File: src/rtl/ps2_rx.sv
`timescale 1ns/1ps
// PS/2 keyboard receiver: sync + glitch filter + frame FSM + scancode store.
// Latency: code_valid rises 2 clk_sys cycles after the stop-bit falling edge is detected.
// Backpressure: none upstream (PS/2 cannot be held off); full store drops new bytes and sets overflow.
//
// Ports:
//   clk_sys, reset_n            - system clock, async active-low reset
//   ps2_kbd_clk, ps2_kbd_data   - raw PS/2 lines (asynchronous)
//   code, code_valid, code_rd   - head scancode, non-empty flag, pop strobe
//   frame_err                   - one-cycle pulse on a rejected or timed-out frame
//   overflow                    - sticky; set on a dropped good byte, cleared by the next pop
// Build option: define PS2_RX_FIFO_EN for a 4-entry FIFO; otherwise a single holding register.
module ps2_rx #(
    parameter int FILTER_LEN = 4,      // 2..15
    parameter int TIMEOUT    = 50000   // fits a 17-bit counter
) (
    input  logic       clk_sys,
    input  logic       reset_n,
    input  logic       ps2_kbd_clk,
    input  logic       ps2_kbd_data,
    output logic [7:0] code,
    output logic       code_valid,
    input  logic       code_rd,
    output logic       frame_err,
    output logic       overflow
);

    typedef enum logic [1:0] {
        ST_IDLE  = 2'd0,
        ST_RECV  = 2'd1,
        ST_CHECK = 2'd2
    } state_t;

    // ---------------------------------------------------------------
    // Synchronizers, clock filter, falling-edge detect
    // ---------------------------------------------------------------
    logic       r_clk_s1, r_clk_s2, r_dat_s1, r_dat_s2;
    logic       r_filt_clk, r_filt_prev;
    logic [3:0] r_filt_cnt;
    logic       w_fall;

    always_ff @(posedge clk_sys or negedge reset_n) begin
        if (!reset_n) begin
            r_clk_s1    <= 1'b1;
            r_clk_s2    <= 1'b1;
            r_dat_s1    <= 1'b1;
            r_dat_s2    <= 1'b1;
            r_filt_clk  <= 1'b1;
            r_filt_prev <= 1'b1;
            r_filt_cnt  <= '0;
        end else begin
            r_clk_s1    <= ps2_kbd_clk;
            r_clk_s2    <= r_clk_s1;
            r_dat_s1    <= ps2_kbd_data;
            r_dat_s2    <= r_dat_s1;
            r_filt_prev <= r_filt_clk;
            // r_filt_cnt counts consecutive samples disagreeing with the
            // filtered level; the FILTER_LEN-th such sample flips it.
            if (r_clk_s2 != r_filt_clk) begin
                if (r_filt_cnt == 4'(FILTER_LEN - 1)) begin
                    r_filt_clk <= r_clk_s2;
                    r_filt_cnt <= '0;
                end else begin
                    r_filt_cnt <= r_filt_cnt + 4'd1;
                end
            end else begin
                r_filt_cnt <= '0;
            end
        end
    end

    assign w_fall = r_filt_prev & ~r_filt_clk;

    // ---------------------------------------------------------------
    // Frame FSM
    // ---------------------------------------------------------------
    state_t      r_state, w_state_nxt;
    logic [3:0]  r_bitcnt, w_bitcnt_nxt;
    logic [9:0]  r_shift, w_shift_nxt;     // {stop, parity, d7..d0} once complete
    logic [16:0] r_to_cnt, w_to_cnt_nxt;
    logic        w_ok, w_push, w_err;
    logic        r_frame_err;

    // Odd parity over data+parity, and stop bit must be high.
    assign w_ok = (^r_shift[8:0]) & r_shift[9];

    always_comb begin
        w_state_nxt  = r_state;
        w_bitcnt_nxt = r_bitcnt;
        w_shift_nxt  = r_shift;
        w_to_cnt_nxt = '0;
        w_push       = 1'b0;
        w_err        = 1'b0;
        case (r_state)
            ST_IDLE: begin
                if (w_fall && !r_dat_s2) begin
                    w_state_nxt  = ST_RECV;
                    w_bitcnt_nxt = 4'd1;
                end
            end
            ST_RECV: begin
                if (w_fall) begin
                    w_shift_nxt  = {r_dat_s2, r_shift[9:1]};
                    w_bitcnt_nxt = r_bitcnt + 4'd1;
                    if (r_bitcnt == 4'd10) begin
                        w_state_nxt = ST_CHECK;
                    end
                end else if (r_to_cnt == 17'(TIMEOUT - 1)) begin
                    w_err        = 1'b1;
                    w_state_nxt  = ST_IDLE;
                    w_bitcnt_nxt = '0;
                end else begin
                    w_to_cnt_nxt = r_to_cnt + 17'd1;
                end
            end
            ST_CHECK: begin
                w_push       = w_ok;
                w_err        = ~w_ok;
                w_state_nxt  = ST_IDLE;
                w_bitcnt_nxt = '0;
            end
            default: begin
                w_state_nxt  = ST_IDLE;
                w_bitcnt_nxt = '0;
            end
        endcase
    end

    always_ff @(posedge clk_sys or negedge reset_n) begin
        if (!reset_n) begin
            r_state     <= ST_IDLE;
            r_bitcnt    <= '0;
            r_shift     <= '0;
            r_to_cnt    <= '0;
            r_frame_err <= 1'b0;
        end else begin
            r_state     <= w_state_nxt;
            r_bitcnt    <= w_bitcnt_nxt;
            r_shift     <= w_shift_nxt;
            r_to_cnt    <= w_to_cnt_nxt;
            r_frame_err <= w_err;
        end
    end

    assign frame_err = r_frame_err;

    // ---------------------------------------------------------------
    // Scancode storage
    // ---------------------------------------------------------------
    logic w_pop, w_full, w_drop;
    logic r_overflow;

    assign w_pop  = code_rd & code_valid;
    // A pop in the same cycle frees a slot, so a push at full still lands.
    assign w_drop = w_push & w_full & ~w_pop;

`ifdef PS2_RX_FIFO_EN
    logic [7:0] r_mem [4];
    logic [1:0] r_wr_ptr, r_rd_ptr;
    logic [2:0] r_count;
    logic       w_wr;

    assign w_full = (r_count == 3'd4);
    assign w_wr   = w_push & (~w_full | w_pop);

    always_ff @(posedge clk_sys or negedge reset_n) begin
        if (!reset_n) begin
            for (int i = 0; i < 4; i++) begin
                r_mem[i] <= '0;
            end
            r_wr_ptr <= '0;
            r_rd_ptr <= '0;
            r_count  <= '0;
        end else begin
            if (w_wr) begin
                r_mem[r_wr_ptr] <= r_shift[7:0];
                r_wr_ptr        <= r_wr_ptr + 2'd1;
            end
            if (w_pop) begin
                r_rd_ptr <= r_rd_ptr + 2'd1;
            end
            case ({w_wr, w_pop})
                2'b10:   r_count <= r_count + 3'd1;
                2'b01:   r_count <= r_count - 3'd1;
                default: r_count <= r_count;
            endcase
        end
    end

    assign code       = r_mem[r_rd_ptr];
    assign code_valid = (r_count != 3'd0);
`else
    logic [7:0] r_hold;
    logic       r_full;
    logic       w_wr;

    assign w_full = r_full;
    assign w_wr   = w_push & (~r_full | w_pop);

    always_ff @(posedge clk_sys or negedge reset_n) begin
        if (!reset_n) begin
            r_hold <= '0;
            r_full <= 1'b0;
        end else begin
            if (w_wr) begin
                r_hold <= r_shift[7:0];
                r_full <= 1'b1;
            end else if (w_pop) begin
                r_full <= 1'b0;
            end
        end
    end

    assign code       = r_hold;
    assign code_valid = r_full;
`endif

    always_ff @(posedge clk_sys or negedge reset_n) begin
        if (!reset_n) begin
            r_overflow <= 1'b0;
        end else if (w_drop) begin
            r_overflow <= 1'b1;
        end else if (w_pop) begin
            r_overflow <= 1'b0;
        end
    end

    assign overflow = r_overflow;

endmodule

File: config.mk
export PLATFORM = sky130hd
export DESIGN_NAME = ps2_rx
export DESIGN_NICKNAME = d
export VERILOG_FILES = /design/src/rtl/ps2_rx.sv
export SDC_FILE = /design/constraint.sdc
export NUM_CORES = 1
export LEC_CHECK = 0
export BUFFER_PORTS_ARGS = -buffer_cell sky130_fd_sc_hd__buf_2
export CORE_MARGIN = 2
export CORE_UTILIZATION = 59
export CTS_CLUSTER_SIZE = 28
export DETAILED_ROUTE_END_ITERATION = 8
export PLACE_DENSITY = 0.89
export SLEW_MARGIN = 40
export SYNTH_ARGS = -nofsm -noshare
export SYNTH_HDL_FRONTEND = slang
export SYNTH_SLANG_ARGS = --single-unit
File: constraint.sdc
create_clock -name clk_sys -period 2.2 [get_ports clk_sys]
set_input_delay 0.55 -clock clk_sys [delete_from_list [all_inputs] [get_ports clk_sys]]
set_output_delay 0.55 -clock clk_sys [all_outputs]
set_load 0.05 [all_outputs]
==> impl_metrics.ini, run 1 <==
[outcome]
status = completed

[clocking]
clock_path_buffers = 2
htreeDepth = 2
cts_sinks = 54
cts_buffers = 5
clock_latency_ps = 300
holdBufCountCts = 0
clk_pin_slew_ps = 100
clockRootBuffer = clkbuf_8
cts_setup_buffers = 0
cts_resized = 0
cts_tree = done

[final_layout]
fin_nets = 232
nFillCells = 291
antenna_cells = 0
design_area_sq_um = 2670
syn_to_final_growth_pct = 10.1
seq_area_sq_um = 1360
final_cells = 271
utilization = 0.673
drive_gt1_frac = 0.249
multiInputGateArea_sq_um = 1030

[global_route]
track_usage = 0.197
antenna_found_initial = 0
grt.overflow.total = 0
grt_max_degree = 55
grt_pass1_wl_microns = 6840
grt_pass1_vias = 1520

[setup_path]
crit_arrival_ps = 2220
path_class = register to register
cp_cell_sequence = xnor2_1 > xnor3_1 > xnor2_2 > nand4_4 > mux2_2
cp.required_ps = 2400
path_max_fanout = 8
slowest_stage = xnor3_1
crit_path_end_kind = register
start_kind = register
critical-path-max-stage-delay_ps = 450

[timing]
setup_viol = 0
fin_ws_ps = 178
drv_slew = 0
holdWs_ps = 345
finalCritPeriodShare = 0.919
hold_viol_final = 0
rsz0062_at_grt = no
period_minus_slack_ps = 2020
clock_skew_ps = 11.5
tightest_slew_ps = 657
relSlewSlack = 0.562
max_freq_mhz = 495
setup_tns_ps = 0

[floorplanning]
start_util = 0.611
row_count = 23
core_sq_um = 3970
dieWidth_microns = 68.1
dieArea_sq_um = 4640
io_pins = 16
die_h_microns = 68.1

[pwr]
total_leakage_power_nw = 1.27
total_power_mw = 2.87
vdd_drop_max_v = 0.000698
power_density_nw_per_um2 = 1070

[logic_synthesis]
syn_area_sq_um = 2430
ys.flop_type = dfrtp_1
yosys_warnings = 0
yosys.area.top_type_share = 0.495
postSynthAreaPerCell_sq_um = 12.1
synth_edf_count = 0
synth_seq_area_share = 0.560
synth_area_leader_cell = dfrtp_1
synth.most_common_cell = dfrtp_1
ys_async_sr_fraction = 1.00
syn_nets = 213
syn_inst = 201
synth-seq-cells = 54
synth_top_family_by_area = simple AND/OR/NAND/NOR gates
synth_fa_ha_area_frac = 0.0361
synth_mux_area_frac = 0.0969
synth.distinct_cells = 39
synth-compound-area-share = 0.0552
ys_top_cells_by_count = dfrtp_1 (48), mux2_2 (20), nor2_1 (20)
yosys.area_share.xor_xnor = 0.0881
synthSimpleGateAreaFrac = 0.146
yosys-top-cells-area = dfrtp_1 (49%), mux2_2 (9.3%), dfstp_2 (6.5%)

[worst_hold_path]
hold_path_class = input port to register

[placement]
io_buffer_count = 15
place_congestion = 0.734
dpl_cell_area_sq_um = 2560
pre_cts_ws_ps = 189
dpl.cell_count = 263
post-dp-hpwl_microns = 2930

[route]
first_pass_iters = 4
wl_per_cell_microns = 15.1
vias = 1528
postRouteAntennaNets = 0
routed_wl_microns = 4100
drc_errors = 0
viasPerCell = 5.64
drtIter0Drc = 57

[job]
cap_violations = 0
## layout by cell type (no fill, tap or decap), types with 2 or more instances in the layout
cell type / synthesis / layout
and3_1: 2 / 2
nand2_1: 11 / 11
nand4_1: 6 / 6
o21ai_0: 2 / 2
buf_4: 0 / 3
and2_1: 2 / 2
ha_1: 7 / 7
nand3_1: 6 / 6
nor4_1: 2 / 2
a31oi_1: 4 / 4
nor2_1: 20 / 20
inv_1: 5 / 5
o2bb2ai_1: 2 / 2
nor3b_1: 2 / 2
xor2_1: 11 / 11
dfrtp_1: 48 / 48
a21oi_1: 4 / 4
mux2_2: 20 / 20
dfstp_2: 6 / 6
or3_1: 2 / 2
and4_1: 3 / 3
clkinv_2: 0 / 2
xnor2_1: 9 / 9
nand2b_1: 3 / 3
buf_2: 1 / 15
o211ai_1: 2 / 2
nand3b_1: 2 / 2
nor3_1: 2 / 2
clkbuf_8: 0 / 5
## layout make-up
| class | instances | share of cell area |
|---|---|---|
| clock buffers | 5 | 0.0257 |
| repair buffers | 18 | 0.0365 |
| clock inverters | 3 | 0.0150 |
| well taps | 50 | 0.0234 |
| inverters | 5 | 0.00702 |
| multi-input cells | 136 | 0.384 |
| flip-flops and latches | 54 | 0.508 |
## power breakdown
part           total [mW]  switching (mW)  leakage [nW]  internal (mW)
Sequential           1.32           0.159         0.715           1.16
Combinational       0.898           0.472         0.499          0.426
Clock               0.649           0.314        0.0579          0.335
## cell families (layout without fill, tap and decap cells)
group                    after synthesis  count (layout)
buffers and inverters                 11              31
multiplexers                          21              21
adder cells (fa/ha/maj)                7               7
AND/OR/NAND/NOR                       66              66
XOR/XNOR                              22              22
flip-flops                            54              54
AO/OA/AOI/OAI                         20              20
## registers in the layout, indices dropped and copies added (netlist names)
name,cells
r_to_cnt,17
r_dat_s1,1
r_dat_s2,1
r_shift,10
overflow,1
r_filt_clk,1
r_clk_s1,1
r_filt_prev,1
r_clk_s2,1
frame_err,1
code,8
code_valid,1
r_state,2
r_bitcnt,4
r_filt_cnt,4
## worst max-delay path, delay by kind of cell, from the launching register on
family / cells / cell delay [ps]
AND/OR/NAND/NOR: 1 / 230
multiplexers: 1 / 330
XOR/XNOR: 3 / 920
flip-flops: 1 / 430
## per-layer routing
| metal | GRT usage | routed length [microns] | vias to the layer above |
|---|---|---|---|
| met5 | 0 | 0 | - |
| met4 | 0.0650 | 58 | 0 |
| met3 | 0.0345 | 93 | 5 |
| met2 | 0.337 | 2080 | 20 |
| met1 | 0.254 | 1860 | 770 |
| li1 | - | - | 733 |
## final timing paths
| check | startpoint | end | slack [ps] | depth (start not counted) |
|---|---|---|---|---|
| max in group asynchronous | reset_n | r_filt_cnt[3]$_DFF_PN0_ | 1390 | 2 |
| min | ps2_kbd_clk | r_clk_s1$_DFF_PN1_ | 340 | 1 |
| min reg2reg | r_dat_s1$_DFF_PN1_ | r_dat_s2$_DFF_PN1_ | 360 | 0 |
| min in group asynchronous | reset_n | r_to_cnt[9]$_DFF_PN0_ | 350 | 2 |
| max reg2reg | r_shift[2]$_DFFE_PN0P_ | code[7]$_DFFE_PN0P_ | 180 | 5 |
| max | r_shift[2]$_DFFE_PN0P_ | code[7]$_DFFE_PN0P_ | 180 | 5 |
(Power assumes the default switching activity.)
==> run 2: changes to the inputs <==
==> constraint.sdc (replaced) <==
create_clock -name clk_sys -period 2.2 [get_ports clk_sys]
set_input_delay 0.33 -clock clk_sys [delete_from_list [all_inputs] [get_ports clk_sys]]
set_output_delay 0.33 -clock clk_sys [all_outputs]
set_load 0.05 [all_outputs]
==> run 2 against run 1 <==
  * Die area unchanged
  * Non-clock buffer count up 2
  * Setup slack worse by 28 ps
  * Clock power up 3.5%
  * Register-to-register slack worse by 30 ps
  * Cell count up 0.74%
  * Fmax down 1.4%
  * First-iteration DRC count up 100%
  * Via count up 0.72%
  * Clock skew down 3.7 ps
  * Critical path type unchanged
  * Largest cell class unchanged
==> impl_metrics.ini, run 2 (synthesis gave the netlist of run 1 again) <==
[outcome]
status = completed

[floorplanning]
row_count = 23
dieWidth_microns = 68.1
start_util = 0.611
die_h_microns = 68.1
core_sq_um = 3970
dieArea_sq_um = 4640
io_pins = 16

[route]
drtIter0Drc = 115
routed_wl_microns = 4230
drc_errors = 0
vias = 1539
wl_per_cell_microns = 15.5
viasPerCell = 5.64
postRouteAntennaNets = 0
first_pass_iters = 4

[pwr]
power.switching_mw = 0.957
p_sw_frac = 0.331
p_int_mw = 1.93
total_leakage_power_nw = 1.28
p_seq_frac = 0.459
p_clk_frac = 0.233
power_density_nw_per_um2 = 1070
total_power_mw = 2.89
p_comb_frac = 0.309
vdd_drop_max_v = 0.000823

[setup_path]
crit_arrival_ps = 2260
crit_path_end_kind = register
critical-path-max-stage-delay_ps = 460
path_max_fanout = 8
slowest_stage = xnor3_1
cp_cell_sequence = xnor2_1 > xnor3_1 > xnor2_2 > nand4_4 > mux2_2
start_kind = register
cp.required_ps = 2410
path_class = register to register

[global_route]
track_usage = 0.207
grt.overflow.total = 0
grt_pass1_vias = 1539
grt_max_degree = 23
grt_pass1_wl_microns = 7000
antenna_found_initial = 0

[clocking]
clock_path_buffers = 2
cts_setup_buffers = 0
cts_tree = done
htreeDepth = 2
cts_sinks = 54
holdBufCountCts = 1
clockRootBuffer = clkbuf_8
clock_latency_ps = 310
clk_pin_slew_ps = 100
cts_resized = 0
cts_buffers = 5

[final_layout]
antenna_cells = 0
nFillCells = 283
regMostFlops = r_to_cnt
seq_area_sq_um = 1360
drive_gt1_frac = 0.251
final_common_cell = dfrtp_1
syn_to_final_growth_pct = 11.0
utilization = 0.678
multiInputGateArea_sq_um = 1030
layout_common_cells = dfrtp_1 (48), nor2_1 (20), mux2_2 (20)
fin_nets = 234
largest_register_ffs = 17

[placement]
post-dp-hpwl_microns = 2960
io_buffer_count = 15
place_congestion = 0.744

[timing]
clock_skew_ps = 7.79
holdWs_ps = 108
rsz0062_at_grt = no
finalCritPeriodShare = 0.932
drv_slew = 0
relSlewSlack = 0.688
tightest_slew_ps = 466
hold_viol_final = 0
setup_tns_ps = 0
period_minus_slack_ps = 2050
max_freq_mhz = 488
setup_viol = 0

[job]
cap_violations = 0

[worst_hold_path]
hold_path_class = input port to register
==> run 2: layout make-up <==
class | count | area share
sequential | 54 | 0.504
multi-input combinational | 136 | 0.381
timing repair buffer | 20 | 0.0427
clock buffer | 5 | 0.0255
tap | 50 | 0.0232
clock inverter | 3 | 0.0163
inverter | 5 | 0.00697
==> run 2: metal layers <==
layer  up-vias  share of wire  track usage
li1        742              -            -
met1       768           0.44        0.255
met2        23           0.52        0.354
met3         6          0.034       0.0609
met4         0          0.012       0.0600
met5         -              0            0
==> run 2: final timing paths <==
kind	from	to	slack, ps	cells past startpoint
hold reg to reg	r_clk_s1$_DFF_PN1_	r_clk_s2$_DFF_PN1_	360	0
min in group asynchronous	reset_n	r_to_cnt[6]$_DFF_PN0_	470	2
setup reg to reg	r_shift[2]$_DFFE_PN0P_	code[2]$_DFFE_PN0P_	150	5
max in group asynchronous	reset_n	r_filt_clk$_DFFE_PN1P_	1030	3
setup / recovery	r_shift[2]$_DFFE_PN0P_	code[2]$_DFFE_PN0P_	150	5
hold / removal	ps2_kbd_data	r_dat_s1$_DFF_PN1_	110	1
==> run 2: power by group through the flow <==
stage          Sequential [mW]  Clock, mW  Combinational (mW)
2_1_floorplan             1.30          0               0.734
3_3_place_gp              1.33          0               0.859
3_5_place_dp              1.34          0               0.898
4_1_cts                   1.33      0.693               0.904
5_1_grt                   1.35      0.733               0.996
6_report                  1.33      0.672               0.891
==> run 2: worst max-delay path: cells and delay by family, from the launching register on <==
family | cells | cell delay [ps]
AND/OR/NAND/NOR | 1 | 230
multiplexers | 1 | 330
XOR/XNOR | 3 | 950
flip-flops | 1 | 440
==> run 2: per-stage QoR <==
stage                     instance area, sq um  setup WS (ps)  instances
final                                     2690            150        273
after global routing                      2690           67.0        273
after CTS                                 2690            151        273
after detailed placement                  2570            193        264
after global placement                    2570            252        264
after floorplan                           2430            366        201
